--- config.mk ---
export PLATFORM = sky130hd
export DESIGN_NAME = seq_10100_tx
export DESIGN_NICKNAME = d
export VERILOG_FILES = /design/src/rtl/seq_10100_tx_pkg.sv /design/src/rtl/seq_tx_shift.sv /design/src/rtl/seq_10100_tx.sv
export SDC_FILE = /design/constraint.sdc
export NUM_CORES = 1
export LEC_CHECK = 0
export BUFFER_PORTS_ARGS = -buffer_cell sky130_fd_sc_hd__clkbuf_2
export CAP_MARGIN = 20
export CORE_UTILIZATION = 45
export DETAILED_ROUTE_END_ITERATION = 10
export PLACE_DENSITY = 0.71
export RECOVER_POWER = 100
export SYNTH_ARGS = -nofsm -noshare
export SYNTH_HDL_FRONTEND = slang
export SYNTH_SLANG_ARGS = --single-unit
--- constraint.sdc ---
create_clock -name clk -period 3.35 [get_ports clk]
set_input_delay 0.335 -clock clk [delete_from_list [all_inputs] [get_ports clk]]
set_output_delay 0.335 -clock clk [all_outputs]
set_load 0.01 [all_outputs]
--- src/rtl/seq_10100_tx_pkg.sv ---
// Shared definitions for the 10100 pattern family: state encoding and default sequence,
// so detector and transmitter agree on what is being sent.
package seq_10100_tx_pkg;

  typedef enum logic [1:0] {
    ST_IDLE = 2'b00,
    ST_SEND = 2'b01,
    ST_DONE = 2'b10
  } tx_state_e;

  localparam int unsigned DEFAULT_LEN = 5;
  localparam logic [DEFAULT_LEN-1:0] DEFAULT_PATTERN = 5'b10100;

  // Width of a down-counter indexing LEN bits; never narrower than one bit.
  function automatic int unsigned idx_width(input int unsigned len);
    return (len > 1) ? $clog2(len) : 1;
  endfunction

endpackage

--- src/rtl/seq_tx_shift.sv ---
// Loadable MSB-first shift register; msb is the next bit to be presented on the line.
module seq_tx_shift
  import seq_10100_tx_pkg::*;
#(
  parameter int unsigned LEN = DEFAULT_LEN
) (
  input  logic           clk,
  input  logic           rst,
  input  logic           load,
  input  logic           shift,
  input  logic [LEN-1:0] load_val,
  output logic           msb
);

  logic [LEN-1:0] sreg;

  always_ff @(posedge clk or posedge rst) begin
    if (rst) begin
      sreg <= '0;
    end else if (load) begin
      sreg <= load_val;
    end else if (shift) begin
      sreg <= {sreg[LEN-2:0], 1'b0};
    end
  end

  assign msb = sreg[LEN-1];

endmodule

--- src/rtl/seq_10100_tx.sv ---
// Serial pattern transmitter: sends PATTERN MSB-first, repeated back-to-back reps times,
// with registered busy/valid/done handshake.
module seq_10100_tx
  import seq_10100_tx_pkg::*;
#(
  parameter int unsigned    LEN        = DEFAULT_LEN,
  parameter logic [LEN-1:0] PATTERN    = DEFAULT_PATTERN,
  parameter int unsigned    CNT_W      = 4,
  parameter logic           IDLE_LEVEL = 1'b0
) (
  input  logic             clk,
  input  logic             rst,
  input  logic             start,
  input  logic [CNT_W-1:0] repeat_n,
  output logic             x_out,
  output logic             valid,
  output logic             busy,
  output logic             done
);

  localparam int unsigned       IDX_W    = idx_width(LEN);
  localparam logic [IDX_W-1:0]  IDX_LAST = IDX_W'(LEN - 1);
  // The first bit goes straight to x_out, so the shifter holds the remainder of the frame.
  localparam logic [LEN-1:0]    RELOAD   = {PATTERN[LEN-2:0], 1'b0};

  tx_state_e        state;
  logic [IDX_W-1:0] bit_idx;
  logic [CNT_W-1:0] reps;
  logic             sreg_msb;
  logic             last_bit;
  logic             last_rep;
  logic             accept;
  logic             rewind;
  logic             advance;

  assign last_bit = (bit_idx == '0);
  assign last_rep = (reps == CNT_W'(1));
  assign accept   = (state == ST_IDLE) && start;
  assign rewind   = (state == ST_SEND) && last_bit && !last_rep;
  assign advance  = (state == ST_SEND) && !last_bit;

  seq_tx_shift #(
    .LEN (LEN)
  ) u_shift (
    .clk      (clk),
    .rst      (rst),
    .load     (accept || rewind),
    .shift    (advance),
    .load_val (RELOAD),
    .msb      (sreg_msb)
  );

  always_ff @(posedge clk or posedge rst) begin
    if (rst) begin
      state   <= ST_IDLE;
      bit_idx <= '0;
      reps    <= '0;
      x_out   <= IDLE_LEVEL;
      valid   <= 1'b0;
      busy    <= 1'b0;
      done    <= 1'b0;
    end else begin
      case (state)
        ST_IDLE: begin
          x_out <= IDLE_LEVEL;
          valid <= 1'b0;
          busy  <= 1'b0;
          done  <= 1'b0;
          if (start) begin
            state   <= ST_SEND;
            reps    <= (repeat_n == '0) ? CNT_W'(1) : repeat_n;
            bit_idx <= IDX_LAST;
            x_out   <= PATTERN[LEN-1];
            valid   <= 1'b1;
            busy    <= 1'b1;
          end
        end
        ST_SEND: begin
          valid <= 1'b1;
          busy  <= 1'b1;
          done  <= 1'b0;
          if (!last_bit) begin
            bit_idx <= bit_idx - 1'b1;
            x_out   <= sreg_msb;
          end else if (!last_rep) begin
            // Next repetition starts on the very next cycle with no gap.
            reps    <= reps - 1'b1;
            bit_idx <= IDX_LAST;
            x_out   <= PATTERN[LEN-1];
          end else begin
            state   <= ST_DONE;
            bit_idx <= '0;
            reps    <= '0;
            x_out   <= IDLE_LEVEL;
            valid   <= 1'b0;
            busy    <= 1'b0;
            done    <= 1'b1;
          end
        end
        ST_DONE: begin
          state <= ST_IDLE;
          x_out <= IDLE_LEVEL;
          valid <= 1'b0;
          busy  <= 1'b0;
          done  <= 1'b0;
        end
        default: begin
          state   <= ST_IDLE;
          bit_idx <= '0;
          reps    <= '0;
          x_out   <= IDLE_LEVEL;
          valid   <= 1'b0;
          busy    <= 1'b0;
          done    <= 1'b0;
        end
      endcase
    end
  end

endmodule

# After elaboration in Yosys (flattened, before gate mapping)
# Index checks and enable logic that the tools add are counted.
[word_totals]
reg_bits = 17
out_inout_bits = 4
word_cells = 54
[op_classes]
addsub = 2
n_eq_ne = 6
mux = 24
bitwise_logic = 1
n_reduce_logical = 14
[ops]
columns = ["cell", "n"]
rows = [
  ["$mux 4", 4],
  ["$pmux 4 s3", 1],
  ["$mux 5", 2],
  ["$mux 3", 3],
  ["$pmux 3 s3", 1],
  ["$mux 1", 7],
  ["$mux 2", 3],
  ["$ne 2x2->1 const B", 3],
  ["$reduce_and 3->1", 2],
  ["$eq 4x1->1 const B", 1],
  ["$logic_and 1x1->1", 4],
  ["$logic_not 4->1", 1],
  ["$pmux 1 s2", 2],
  ["$pmux 2 s2", 1],
  ["$sub 4x1->4 const B", 1],
  ["$logic_not 3->1", 1],
  ["$sub 3x1->3 const B", 1],
  ["$eq 2x1->1 const B", 1],
  ["$eq 2x2->1 const B", 1],
  ["$logic_not 1->1", 2],
  ["$logic_not 2->1", 1],
  ["$reduce_and 2->1", 1],
  ["$reduce_bool 2->1", 1],
  ["$logic_or 1x1->1", 1],
  ["$not 1->1", 1],
]

# Depth between registers and ports, before layout
[depth]
ltp_word = 5
mapped_depth = 6
ltp_nobuf = 6

# Modules after synthesis
# A second synthesis with hierarchy kept.
[hier_totals]
hier_cells = 93
area_unflattened_um2 = 930.9
[by_module_without_submodules]
columns = ["module", "instances", "cells_each", "area_per_inst_um2", "seq_area_each_um2"]
rows = [
  ["seq_10100_tx", 1, 70, 685.7, 300.3],
  ["seq_tx_shift", 1, 23, 245.2, 125.1],
]

# Worst setup path before layout
# No wires, ideal clock.
[synth_path]
path_type = "register -> register"
from = "reg reps[1]"
to = "reg reps[3]"
setup_ns = 0.121
arrival_time_ns = 1.477
path_slack_ns = 1.752
stages_incl_launch_ff = 7
period_less_slack_ns = 1.598
path_cell_list = "dfrtp_1 -> inv_1 -> ha_1 -> or3b_4 -> nor2b_4 -> a22o_2 -> a22o_2"
[synth_between]
elab_chain_len = 4
elab_cells_between_ends = 5
cone_classes = "add/sub: 1; eq/ne: 1; mux: 3"
[synth_lines]
columns = ["item", "line_no", "rtl"]
rows = [
  ["start, declared", "seq_10100_tx.sv:28", "logic [CNT_W-1:0] reps;"],
  ["start signal, assigned", "seq_10100_tx.sv:71", "reps <= (repeat_n == '0) ? CNT_W'(1) : repeat_n;"],
  ["start signal, assigned", "seq_10100_tx.sv:87", "reps <= reps - 1'b1;"],
  ["$sub 4x1->4 / $eq 4x1->1 (equally long branches)", "seq_10100_tx.sv:87, seq_10100_tx.sv:37", ""],
  ["$mux 4 *", "seq_10100_tx.sv:85", "end else if (!last_rep) begin"],
  ["$mux 4 *", "seq_10100_tx.sv:82", "if (!last_bit) begin"],
  ["$pmux 4 s3 *", "seq_10100_tx.sv:63", "case (state)"],
]
# Every way passes the cells marked *; elsewhere a longest branch is shown, timed or not. The select of a mux whose other input is x is not followed.
# A chain may end at the register's enable or synchronous reset.

# Worst setup path in the final report
[layout_path]
from = "reg reps[1]"
to = "reg reps[0]"
[layout_between]
elab_chain_len = 4
[layout_lines]
columns = ["item", "line_no", "rtl"]
rows = [
  ["$eq 4x1->1", "seq_10100_tx.sv:37", "assign last_rep = (reps == CNT_W'(1));"],
  ["$mux 4", "seq_10100_tx.sv:85", ""],
  ["$mux 4", "seq_10100_tx.sv:82", ""],
  ["$pmux 4 s3", "seq_10100_tx.sv:63", ""],
]
# No other way between the ends. The select of a mux whose other input is x is not followed.

==> flow_summary.ini <==
[final_layout]
fin_nets = 98
synthToLayoutAreaGrowth_pct = 8.31
post_layout_nonfiller_instances = 104
drive_gt1_frac = 0.159
final_cell_area_um2 = 816
n_antenna_cell = 0

[sta]
fin_tns_setup_ns = 0
setup_viol = 0
setup_slack_ns = 1.55
period_share = 0.537
drv_slew = 0
finalCriticalPeriod_ns = 1.80
whs_ns = 0.0472
clock.fmax_mhz = 556
worst_pin_slew_ns = 0.514
report.final.hold_viol_count = 0
relSlewSlack = 0.657
worst_clock_skew_ns = 0.00335
rsz0062_at_grt = no

[floorplanning]
die_h_um = 42.9
io_pins = 11
fp.dieW_um = 42.9
dieArea_mm2 = 0.00184
start_util = 0.489
core_region_area_mm2 = 0.00154
rows = 14

[setup_path]
worst-setup-path-type = register to register
path_cells = inv_1, ha_1, or3b_1, nor2b_1, a21bo_1, a22o_1
crit_arrival_ns = 1.97
crit_path_start_kind = register
crit_required_ns = 3.53
crit_start = reps[1]
cp_max_fo = 6
worst_path_largest_cell_delay_ns = 0.44
reg2reg_from = reps[1]
crit_path_end_kind = register
path_delay_family = simple AND/OR/NAND/NOR gates
slowest_stage = or3b_1
path_buf_inv = 1

[placed_design]
dp_hpwl_um = 1030
placed_cells_incl_taps = 100
dpl_cell_area_um2 = 798
portBuffers = 10
dp_slack_ns = 1.70
gp_congestion = 0.854

[worst_hold_path]
min_path_type = input port to async pin

[power_and_ir_drop]
netSwitchingFraction = 0.413
internal_power_mw = 0.494
combPwrFrac = 0.482
p_leak_nw = 0.388
max-vdd-ir-drop_uv = 520
p_per_area_mw_per_mm2 = 1030
clkPwrFrac = 0.146
power_switching_mw = 0.347
p_seq_frac = 0.372

[logic_synthesis]
synth_cells = 77
ys_types = 32
netlist_top_cells_area = dfrtp_1, nor2_1, o21ai_0
postSynth.asyncResetShare = 1.00
yosysMostFrequentCell = dfrtp_1
synth_common_cells = dfrtp_1, nor2_1, nand2_1, o21ai_0
synth_top_area_share = 0.465
ys_ff_latch = 14
synth_edf_count = 0
synth-seq-area-share = 0.465
synth_area_per_cell_um2 = 9.78
synth-main-ff-cell = dfrtp_1
syn_area_um2 = 753
ys_warn_count = 0
synth_top_area_cell = dfrtp_1
synth.net_count = 86

[clock_network]
clk_pin_slew_ns = 0.09
post_cts_buffers = 0
cts_root_buffer = clkbuf_4
cts-resized-gates = 0
cts_tree = built
htreeDepth = 1
clk_latency_ns = 0.28
hold_buffers = 0
numCtsBuffers = 3
cts.path.max_buffers = 2
cts_sinks = 14

[outcome]
outcome = finished, final reports clean

[global_route]
first_global_vias = 513
grtUsageTotal = 0.175
grt_overflow_total = 0
grt_start_max_net_pins = 15
grt_pass1_wl_um = 2390
antenna_found_initial = 0

[drt]
vias_per_cell = 5.61
drc_errors = 0
wl_per_cell_um = 13.4
drt_iter0_drc = 12
antenna_left = 0
drt_first_pass_iters = 4
wl_um = 1390
vias = 583

[job]
drv_cap = 0
[layout make-up]
type                    instances  area (um^2)
multi-input cells              56          349
repair buffers                 10         45.0
fillers                       150          726
flip-flops and latches         14          350
well taps                      16         20.0
inverters                       4         15.0
clock buffers                   4         36.3
[flip-flops by register name (all words and copies together) (netlist names)]
signal and flops:
reps 4, bit_idx 3, state 2, u_shift.sreg 2, busy 1, done 1
x_out 1
[path summary, 6_finish.rpt]
check                                        to  slack, ns  depth (start not counted)
worst min register to register          reps[1]       0.51                          2
max in group asynchronous               reps[1]       2.96                          2
worst max-delay path                    reps[0]       1.55                          6
worst max register to register          reps[0]       1.55                          6
min in group clk                u_shift.sreg[4]       0.29                          2
worst min-delay path                       done       0.05                          2
[cells in the final DEF, fill, tap and decap left out, drive strengths merged]
cell type / instances
a22oi: 2
mux2: 1
o22ai: 2
inv: 4
nor3: 5
ha: 2
a21bo: 1
o31ai: 1
or2b: 1
dfrtp: 14
or3b: 1
or3: 1
a22o: 3
nor2: 9
o21ai: 6
nand2b: 1
nand2: 6
a32o: 1
nand3: 1
a21boi: 2
a21o: 1
nor2b: 2
clkbuf: 14
xor2: 1
a31oi: 1
o2bb2ai: 1
a21oi: 4
[power by group through the flow]
stage	logic [mW]	registers, mW	clock network (mW)
5_1_grt	0.460	0.326	0.130
4_1_cts	0.427	0.313	0.125
6_report	0.405	0.313	0.123
3_3_place_gp	0.418	0.315	0
2_1_floorplan	0.364	0.296	0
3_5_place_dp	0.425	0.317	0
[metal layers]
metal	vias up	global-route usage	part of all wire	wire, um
met5	-	0	0	0
met4	0	0.0750	0.020	28
li1	296	-	-	-
met1	265	0.255	0.48	666
met2	16	0.258	0.45	625
met3	6	0.0255	0.051	71
[logic make-up (layout without fill, tap and decap cells)]
kind of cell,after synthesis,count (layout),share of synthesized area
multiplexers,1,1,0.0149
buffers and inverters,7,18,0.0531
AND/OR/NAND/NOR,27,27,0.194
XOR/XNOR,1,1,0.0116
adder cells (fa/ha/maj),2,2,0.0332
AO/OA/AOI/OAI,25,25,0.228
flip-flops,14,14,0.465
[metrics by stage]
step / total power [mW] / util
after CTS: 0.865 / 0.541
after global placement: 0.733 / 0.518
after detailed placement: 0.743 / 0.518
after floorplan: 0.660 / -
final: 0.841 / 0.529
after global routing: 0.916 / 0.529
No activity file was read; power rests on OpenSTA's default activity.
